**src/rtl/fmap_pkg.sv**
```systemverilog
`default_nettype none
// ============================================================================
//  Module      : fmap_pkg
//  Description : Shared defaults, FSM encoding and FIFO sizing for the
//                feature-map stream reader.
//  Revision    : 1.0  initial release
// ============================================================================
package fmap_pkg;

   localparam int FMAP_DATA_WIDTH = 16;
   localparam int FMAP_ADDR_WIDTH = 10;

   // Skid FIFO holds at most two words; the count needs to represent 0..2.
   localparam int FIFO_DEPTH      = 2;
   localparam int FIFO_CNT_W      = 2;

   typedef enum logic [1:0] {
      ST_IDLE  = 2'd0,
      ST_READ  = 2'd1,
      ST_DRAIN = 2'd2,
      ST_DONE  = 2'd3
   } fmap_state_t;

endpackage
`default_nettype wire

```
**src/rtl/fmap_skid_fifo.sv**
```systemverilog
`default_nettype none
// ============================================================================
//  Module      : fmap_skid_fifo
//  Description : Two-entry first-word-fall-through FIFO absorbing RAM read
//                latency. Callers never push when full or pop when empty.
//  Revision    : 1.0  initial release
// ============================================================================
module fmap_skid_fifo
   import fmap_pkg::*;
#(
   parameter int DATA_WIDTH = FMAP_DATA_WIDTH
) (
   input  logic                  clock,
   input  logic                  reset,
   input  logic                  push,
   input  logic [DATA_WIDTH-1:0] push_data,
   input  logic                  pop,
   output logic [DATA_WIDTH-1:0] head_data,
   output logic [FIFO_CNT_W-1:0] count
);

   logic [DATA_WIDTH-1:0] mem [FIFO_DEPTH];
   logic                  wr_ptr;
   logic                  rd_ptr;

   // Storage, pointers and occupancy; simultaneous push and pop keep the count.
   always_ff @(posedge clock or negedge reset) begin
      if (!reset) begin
         for (int i = 0; i < FIFO_DEPTH; i++) begin
            mem[i] <= '0;
         end
         wr_ptr <= 1'b0;
         rd_ptr <= 1'b0;
         count  <= '0;
      end else begin
         if (push) begin
            mem[wr_ptr] <= push_data;
            wr_ptr      <= ~wr_ptr;
         end
         if (pop) begin
            rd_ptr <= ~rd_ptr;
         end
         case ({push, pop})
            2'b10:   count <= count + FIFO_CNT_W'(1);
            2'b01:   count <= count - FIFO_CNT_W'(1);
            default: count <= count;
         endcase
      end
   end

   assign head_data = mem[rd_ptr];

endmodule
`default_nettype wire

```
**src/rtl/fmap_stream_reader.sv**
```systemverilog
`default_nettype none
// ============================================================================
//  Module      : fmap_stream_reader
//  Description : Drains a finished feature map from RAM port B in address
//                order and hands it to the next layer over valid/ready.
//  Revision    : 1.0  initial release
// ============================================================================
module fmap_stream_reader
   import fmap_pkg::*;
#(
   parameter int DATA_WIDTH      = FMAP_DATA_WIDTH,
   parameter int POOL_ADDR_WIDTH = FMAP_ADDR_WIDTH,
   parameter int FMAP_WORDS      = 784,
   parameter int RAM_LATENCY     = 1
) (
   input  logic                       clock,
   input  logic                       reset,
   input  logic                       start,
   input  logic [DATA_WIDTH-1:0]      ram_q,
   output logic                       ram_rden_b,
   output logic                       ram_wren_b,
   output logic [POOL_ADDR_WIDTH-1:0] ram_address_b,
   output logic [DATA_WIDTH-1:0]      out_data,
   output logic                       out_valid,
   input  logic                       out_ready,
   output logic                       busy,
   output logic                       done
);

   // One extra bit so a map filling the whole RAM does not wrap the counters.
   localparam int             CW        = POOL_ADDR_WIDTH + 1;
   localparam logic [CW-1:0]  LAST_ADDR = CW'(FMAP_WORDS - 1);
   localparam logic [CW-1:0]  TOTAL     = CW'(FMAP_WORDS);

   fmap_state_t               state;
   logic [CW-1:0]             rd_addr;
   logic [CW-1:0]             sent_cnt;
   logic [RAM_LATENCY-1:0]    issue_sr;
   logic [2:0]                inflight;
   logic [2:0]                occupancy;
   logic [FIFO_CNT_W-1:0]     fifo_count;
   logic                      push;
   logic                      pop;
   logic                      issue;

   assign out_valid = (fifo_count != '0);
   assign pop       = out_valid & out_ready;
   assign push      = issue_sr[RAM_LATENCY-1];

   // Count reads still travelling through the RAM pipeline.
   always_comb begin
      inflight = '0;
      for (int i = 0; i < RAM_LATENCY; i++) begin
         inflight = inflight + {2'b00, issue_sr[i]};
      end
   end

   // A new read is allowed only if its word is guaranteed a FIFO slot on arrival.
   assign occupancy     = {1'b0, fifo_count} + inflight - {2'b00, pop};
   assign issue         = (state == ST_READ) && (occupancy < 3'd2);
   assign ram_rden_b    = issue;
   assign ram_wren_b    = 1'b0;
   assign ram_address_b = rd_addr[POOL_ADDR_WIDTH-1:0];

   generate
      if (RAM_LATENCY == 1) begin : g_lat1
         // Single-stage issue tracker: flag lines up with ram_q one cycle later.
         always_ff @(posedge clock or negedge reset) begin
            if (!reset) issue_sr <= '0;
            else        issue_sr <= issue;
         end
      end else begin : g_latn
         // Multi-stage issue tracker matching the RAM pipeline depth.
         always_ff @(posedge clock or negedge reset) begin
            if (!reset) issue_sr <= '0;
            else        issue_sr <= {issue_sr[RAM_LATENCY-2:0], issue};
         end
      end
   endgenerate

   fmap_skid_fifo #(
      .DATA_WIDTH (DATA_WIDTH)
   ) u_fifo (
      .clock     (clock),
      .reset     (reset),
      .push      (push),
      .push_data (ram_q),
      .pop       (pop),
      .head_data (out_data),
      .count     (fifo_count)
   );

   // Control FSM with address/pop counters and registered busy/done.
   always_ff @(posedge clock or negedge reset) begin
      if (!reset) begin
         state    <= ST_IDLE;
         rd_addr  <= '0;
         sent_cnt <= '0;
         busy     <= 1'b0;
         done     <= 1'b0;
      end else begin
         if (issue) rd_addr  <= rd_addr + CW'(1);
         if (pop)   sent_cnt <= sent_cnt + CW'(1);
         case (state)
            ST_IDLE: begin
               done <= 1'b0;
               if (start) begin
                  state    <= ST_READ;
                  rd_addr  <= '0;
                  sent_cnt <= '0;
                  busy     <= 1'b1;
               end
            end
            ST_READ: begin
               if (issue && (rd_addr == LAST_ADDR)) state <= ST_DRAIN;
            end
            ST_DRAIN: begin
               if (pop && ((sent_cnt + CW'(1)) == TOTAL)) begin
                  state <= ST_DONE;
                  busy  <= 1'b0;
                  done  <= 1'b1;
               end
            end
            ST_DONE: begin
               done  <= 1'b0;
               state <= ST_IDLE;
            end
            default: state <= ST_IDLE;
         endcase
      end
   end

endmodule
`default_nettype wire

```
**config.mk**
```make
export PLATFORM = sky130hd
export DESIGN_NAME = fmap_stream_reader
export DESIGN_NICKNAME = d
export VERILOG_FILES = /design/src/rtl/fmap_pkg.sv /design/src/rtl/fmap_skid_fifo.sv /design/src/rtl/fmap_stream_reader.sv
export SDC_FILE = /design/constraint.sdc
export NUM_CORES = 1
export LEC_CHECK = 0
export ABC_AREA = 1
export CAP_MARGIN = 0
export CORE_MARGIN = 5
export CORE_UTILIZATION = 35
export DETAILED_ROUTE_END_ITERATION = 6
export PLACE_DENSITY = 0.67
export SETUP_SLACK_MARGIN = 0.05
export SYNTH_ARGS = -nofsm -noshare
export SYNTH_HDL_FRONTEND = slang
export SYNTH_HIERARCHICAL = 1
export SYNTH_SLANG_ARGS = --single-unit
```
**constraint.sdc**
```tcl
create_clock -name clock -period 2.67 [get_ports clock]
set_input_delay 0.534 -clock clock [delete_from_list [all_inputs] [get_ports clock]]
set_output_delay 0.534 -clock clock [all_outputs]
set_load 0.01 [all_outputs]
```
* Word level (Yosys, flattened, before mapping) *
Index checks and enable logic that the tools add are counted.

word-level totals
  word-level logic and storage cells = 71
  memory bits (read-only) = 0
  output and inout port bits = 31
  latch bits = 0
  register bits = 63
  input port bits = 20
  bits in writable memories = 0
  memories kept = 0

cells by class
  divide/modulo/power cells = 0
  magnitude comparators = 4
  muxes and demuxes = 22
  add/subtract/negate cells = 6
  bitwise logic cells = 5
  multiply operators = 0
  reduce and logical (&&, ||, !) cells = 13
  eq/ne operators = 10
  shifts and indexed selects = 0

operator list
  operator                                                   number
  two-way mux 11 bit                                         6
  two-way mux 16 bit                                         4
  bitwise mux 32 bit                                         1
  adder 11 x 1 -> 11 bit (second input constant)             2
  equality test 11 x 10 -> 1 bit (second input constant)     2
  demux 16 bit (select 1 bit)                                1
  one-hot mux 2 bit (4 select lines)                         1
  nonzero test 2 bit                                         4
  equality test 2 bit (second input constant)                3
  two-way mux 2 bit                                          3
  AND reduction 3 bit                                        2
  equality test 2 x 1 -> 1 bit (second input constant)       2
  greater-or-equal comparator 2 bit (second input constant)  2
  logical AND 1 bit                                          4
  inequality test 2 bit (second input constant)              2
  inverter 1 -> 2 bit                                        2
  one-hot mux 1 bit (2 select lines)                         2
  one-hot mux 2 bit (2 select lines)                         1
  adder 2 x 1 -> 3 bit                                       1
  < comparator 3 x 2 -> 1 bit (second input constant)        1
  two-way mux 1 bit                                          3
  subtractor 3 x 1 -> 3 bit                                  1
  adder 2 x 1 -> 2 bit (second input constant)               1
  logical NOT 2 bit                                          1
  other kinds (7)                                            8

* Depth between registers and ports, before layout *
  depth after elaboration = 8
  gate-level depth with buffers = 15

* Cells and area by module *
The synthesis kept the hierarchy.

by module, submodules not included
  module              sequential area each (sq um)  area an instance (sq um)  cells an instance  times used
  fmap_stream_reader  675.6                         1780.5                    245                1
  fmap_skid_fifo      900.9                         1672.9                    193                1

* Least setup slack after synthesis *
Ideal clock, no wire load.

  kind = input -> register
  start point = in out_ready
  end point = reg rd_addr[9]
  data arrival time = 2870 ps
  data required time = 2547 ps
  path slack = -323 ps
  library setup time = 123 ps
  stages = 14
  buffers on the path = 1
  cell sequence = inv_1 nor2_4 buf_1 ha_1 inv_1 nand2_1 fa_1 nand2_1 nor3_4 nand2_1 nor2_1 nand3_1 o21ai_0 a21oi_1

between the ends
  longest elaborated chain between the ends = 7

RTL lines
  what                             RTL line                   text
  start: declaration               fmap_stream_reader.sv:25   input logic out_ready,
  AND 1 bit (*)                    fmap_stream_reader.sv:47   assign pop = out_valid & out_ready;
  net pop                          fmap_stream_reader.sv:43   logic pop;
  subtractor 3 x 1 -> 3 bit (*)    fmap_stream_reader.sv:59   assign occupancy = {1'b0, fifo_count} + inflight - {2'b00, pop};
  < comparator 3 x 2 -> 1 bit (*)  fmap_stream_reader.sv:60   assign issue = (state == ST_READ) && (occupancy < 3'd2);
  logical AND 1 bit (*)            fmap_stream_reader.sv:60
  net ram_rden_b                   fmap_stream_reader.sv:20   output logic ram_rden_b,
  two-way mux 11 bit (*)           fmap_stream_reader.sv:102  if (issue) rd_addr <= rd_addr + CW'(1);
  two-way mux 11 bit               fmap_stream_reader.sv:107  if (start) begin
  two-way mux 11 bit (*)           fmap_stream_reader.sv:104  case (state)
  end signal: assignment           fmap_stream_reader.sv:102
  end: declaration                 fmap_stream_reader.sv:36   logic [CW-1:0] rd_addr;

Mark *: on every way through the listed nets, which the timed path passes. The rest lies on a longest branch.
A chain may end at the register's enable or synchronous reset.

* Worst setup path after layout *
  start point = reg u_fifo.count[0]
  end point = out ram_rden_b

between the ends
  longest elaborated chain between the ends = 5

RTL lines
  what                                                                          RTL line                  text
  start: declaration                                                            fmap_skid_fifo.sv:19      output logic [FIFO_CNT_W-1:0] count
  start signal: assignment                                                      fmap_skid_fifo.sv:44      2'b10: count <= count + FIFO_CNT_W'(1);
  start signal: assignment                                                      fmap_skid_fifo.sv:45      2'b01: count <= count - FIFO_CNT_W'(1);
  start signal: assignment                                                      fmap_skid_fifo.sv:46      default: count <= count;
  parallel branches: the longest is 2 deep, another holds adder 2 x 1 -> 3 bit  --
  subtractor 3 x 1 -> 3 bit (*)                                                 fmap_stream_reader.sv:59
  < comparator 3 x 2 -> 1 bit (*)                                               fmap_stream_reader.sv:60
  logical AND 1 bit (*)                                                         fmap_stream_reader.sv:60
  end: declaration                                                              fmap_stream_reader.sv:20

Mark *: on every way between the ends.

==> qor.json <==
{
  "status": {
    "run_status": "finished, violations left",
    "failed_checks": "setup timing"
  },
  "logic_synthesis": {
    "synth.yosys.warnings": 6,
    "syn-instance-count": 438,
    "synth.top_cells.by_area": "dfrtp_1 46%, nand2_1 12%, inv_1 8.6%",
    "synth_area_per_cell_um2": 7.88,
    "synth_fp_nets": 468,
    "synth-seq-area-share_pct": 45.7,
    "postSynthRegisterBits": 63,
    "yosys.area.top_type_share_pct": 45.7,
    "yosys.area.top_type": "dfrtp_1",
    "synth.distinct_cells": 33,
    "syn_area_um2": 3450
  },
  "sta": {
    "unrepaired_setup_endpoints_after_global_routing": "yes",
    "hold_violations": 0,
    "timing.final.crit_share_pct": 101,
    "final.setup.worst_slack_ns": -0.0325,
    "relSlewSlack_pct": 37.9,
    "fin_crit_ns": 2.70,
    "fmaxAchievable_ghz": 0.370,
    "worstMarginPinSlew_ns": 0.930,
    "setup_viol_count_final": 1,
    "max_slew_violation_count": 0,
    "finalHoldWorstSlack_ns": 0.170,
    "timing.clock.skew_ns": 0.00745
  },
  "clock_network": {
    "cts_max_level": 3,
    "numClockSinks": 63,
    "clock_tree.root_cell": "clkbuf_8",
    "clock_latency_of_the_later_clocked_register_in_the_worst_skew_pair_ns": 0.35,
    "cts_inserted_buffers": 9,
    "cts_hold_buffers": 0,
    "clkTransAtPathRegs_ns": 0.07,
    "tritoncts": "done",
    "clockBufferDepth": 2
  },
  "global_routing": {
    "number_of_global_route_vias_before_repair": 2716,
    "grt_start_max_net_pins": 33,
    "final_global_route_overflow_total": 0,
    "antenna_found_initial": 0,
    "global_route_wire_length_before_repair_um": 12300,
    "global_route.usage.total_pct": 13.1
  },
  "detailed_routing": {
    "dr.first_iter.drc_count": 134,
    "postRouteAntennaNets": 0,
    "wirelength_routed_um": 7150,
    "remaining_drc_errors": 0,
    "wl_per_cell_um": 11.3,
    "wl_met2_um": 3410,
    "firstDrtPassIters": 4,
    "maxUsedRoutingLayer": "met4",
    "wirelength_met1_um": 3330,
    "routed-via-count": 2820,
    "dr_wl_met3_um": 237,
    "drt-vias-per-instance": 4.46
  },
  "setup_path": {
    "critical_path_required_ns": 2.14,
    "rr_startpoint": "u_fifo/count[0]",
    "worstSetupEndpointType": "output pin",
    "crit_arrival_ns": 2.17,
    "path_max_fanout": 2,
    "worst_path_max_delay_cell": "fa_1",
    "worstSetupPathType": "reg2out",
    "cp-startpoint": "u_fifo/count[0]",
    "path_cells": "nor2_4 -> nor2_4 -> ha_4 -> inv_2 -> nand2_2 -> fa_1 -> nand2_2 -> nor3_4 -> buf_2",
    "max_stage_delay_ns": 0.51,
    "crit_path_start_kind": "flop"
  },
  "final_layout": {
    "ff_latch_area_um2": 1580,
    "final_core_utilization_pct": 45.2,
    "layout.cells.most_common_list": "110 x nand2_1, 76 x inv_1, 63 x dfrtp_1",
    "fill_cells": 931,
    "num_antenna_cells": 0,
    "area.growth.synth_to_final_pct": 26.8,
    "final_layout_size_suffix_gt1_share_pct": 15.2,
    "multi_input_comb_area_um2": 1450,
    "layout_commonest_cell": "nand2_1",
    "finish.cell_count_without_fillers": 632,
    "fin_nets": 524
  },
  "placed_design": {
    "gp_congestion": 0.788,
    "placed_cells_incl_taps": 611,
    "placed_wire_length_estimate_after_detailed_placement_um": 5140,
    "placement.io_buffers": 49
  },
  "pwr": {
    "cellLeakagePower_uw": 0.00217,
    "pwr_dens_nw_per_um2": 1160,
    "power_uw": 5090,
    "power.ir.vdd_worst_mv": 0.364
  },
  "die": {
    "die_x_um": 109,
    "core_area_um2": 9680,
    "initial_core_util_pct": 35.7,
    "boundaryPins": 51,
    "die_height_um": 109,
    "die_area_um2": 12000,
    "std_cell_rows": 36
  },
  "flow_run": {
    "cap_viol_max_count": 0
  },
  "hold_path": {
    "holdCritPathClass": "in2async"
  }
}
-- sequential cells by signal (all words and copies together), names as in the netlist --
| name | count |
|---|---|
| busy | 1 |
| done | 1 |
| issue_sr | 1 |
| rd_addr | 11 |
| sent_cnt | 11 |
| state | 2 |
| u_fifo/count | 2 |
| u_fifo/mem | 32 |
| u_fifo/rd_ptr | 1 |
| u_fifo/wr_ptr | 1 |
-- final cells by class --
cell class                      instances  area share, %
Multi-Input combinational cell        271           33.2
Tap cell                              133           3.80
Timing Repair Buffer                   69           15.0
Inverter                               80           6.86
Clock inverter                          5           1.86
Sequential cell                        63           36.0
Clock buffer                           11           3.23
-- power breakdown --
group          switching [µW]  internal [µW]  leakage (µW)
logic                    1300           1160       0.00128
registers                 319           1380      0.000781
clock network             372            551      0.000110
total                    1990           3100       0.00217
-- through the flow --
stage	setup TNS, ns	setup WS [ns]	cell area, µm²
final	-0.0325	-0.0325	4380
after global routing	-0.158	-0.158	4380
after CTS	-0.119	-0.119	4350
after detailed placement	-3.90	-0.680	4090
after global placement	-3.72	-0.689	4090
after floorplan	0	0.0354	3470
-- synthesized netlist by cell type, drive strengths merged --
master  count
a21boi      1
a21oi      13
and3        1
buf        18
clkbuf      6
conb        1
dfrtp      63
fa          1
ha          9
inv        80
nand2     117
nand3      12
nand3b      1
nand4       7
nor2       28
nor3        6
o211ai      5
o21ai      63
o21bai      1
or2         1
xnor2       1
xor2        3
-- critical path: cells and delay by family, from the launching register on --
family                     cells  cell delay [ns]
adders and majority gates      2             0.72
buffers and inverters          2             0.21
DFF                            1             0.42
and+or+nand+nor                5             0.48
-- final timing paths --
kind	endpoint	depth (start not counted)	slack [ns]
max	ram_rden_b	9	-0.03
min	rd_addr[7]	1	0.17
max reg2reg	rd_addr[4]	15	0.20
min reg2reg	u_fifo/mem[30]	2	0.49
max in group asynchronous	sent_cnt[2]	2	1.86
min in group clock	u_fifo/mem[30]	2	0.49
-- cell families (layout without fill, tap and decap cells) --
| family | count (synthesis) | in the layout | synth area share (%) |
|---|---|---|---|
| simple gates | 173 | 173 | 21.6 |
| other cells | 1 | 1 | 0.109 |
| fa+ha+maj | 10 | 10 | 3.84 |
| compound gates | 83 | 83 | 14.4 |
| flops | 63 | 63 | 45.7 |
| buf+inv | 104 | 165 | 13.4 |
| xor+xnor | 4 | 4 | 1.01 |
-- timing repair --
| item | in CTS | in global routing |
|---|---|---|
| setup endpoints to repair | 5 | 9 |
| gates resized for setup | 13 | 3 |
| setup buffers | 3 | 2 |
| pin swaps | 4 | 5 |
-- metal layers --
metal | vias up | global-route usage (%)
met5 | - | 0
met4 | 0 | 6.95
met3 | 14 | 2.94
met2 | 35 | 21.0
met1 | 1295 | 16.5
li1 | 1476 | -
Note: power is estimated with default switching activity, not from simulation.
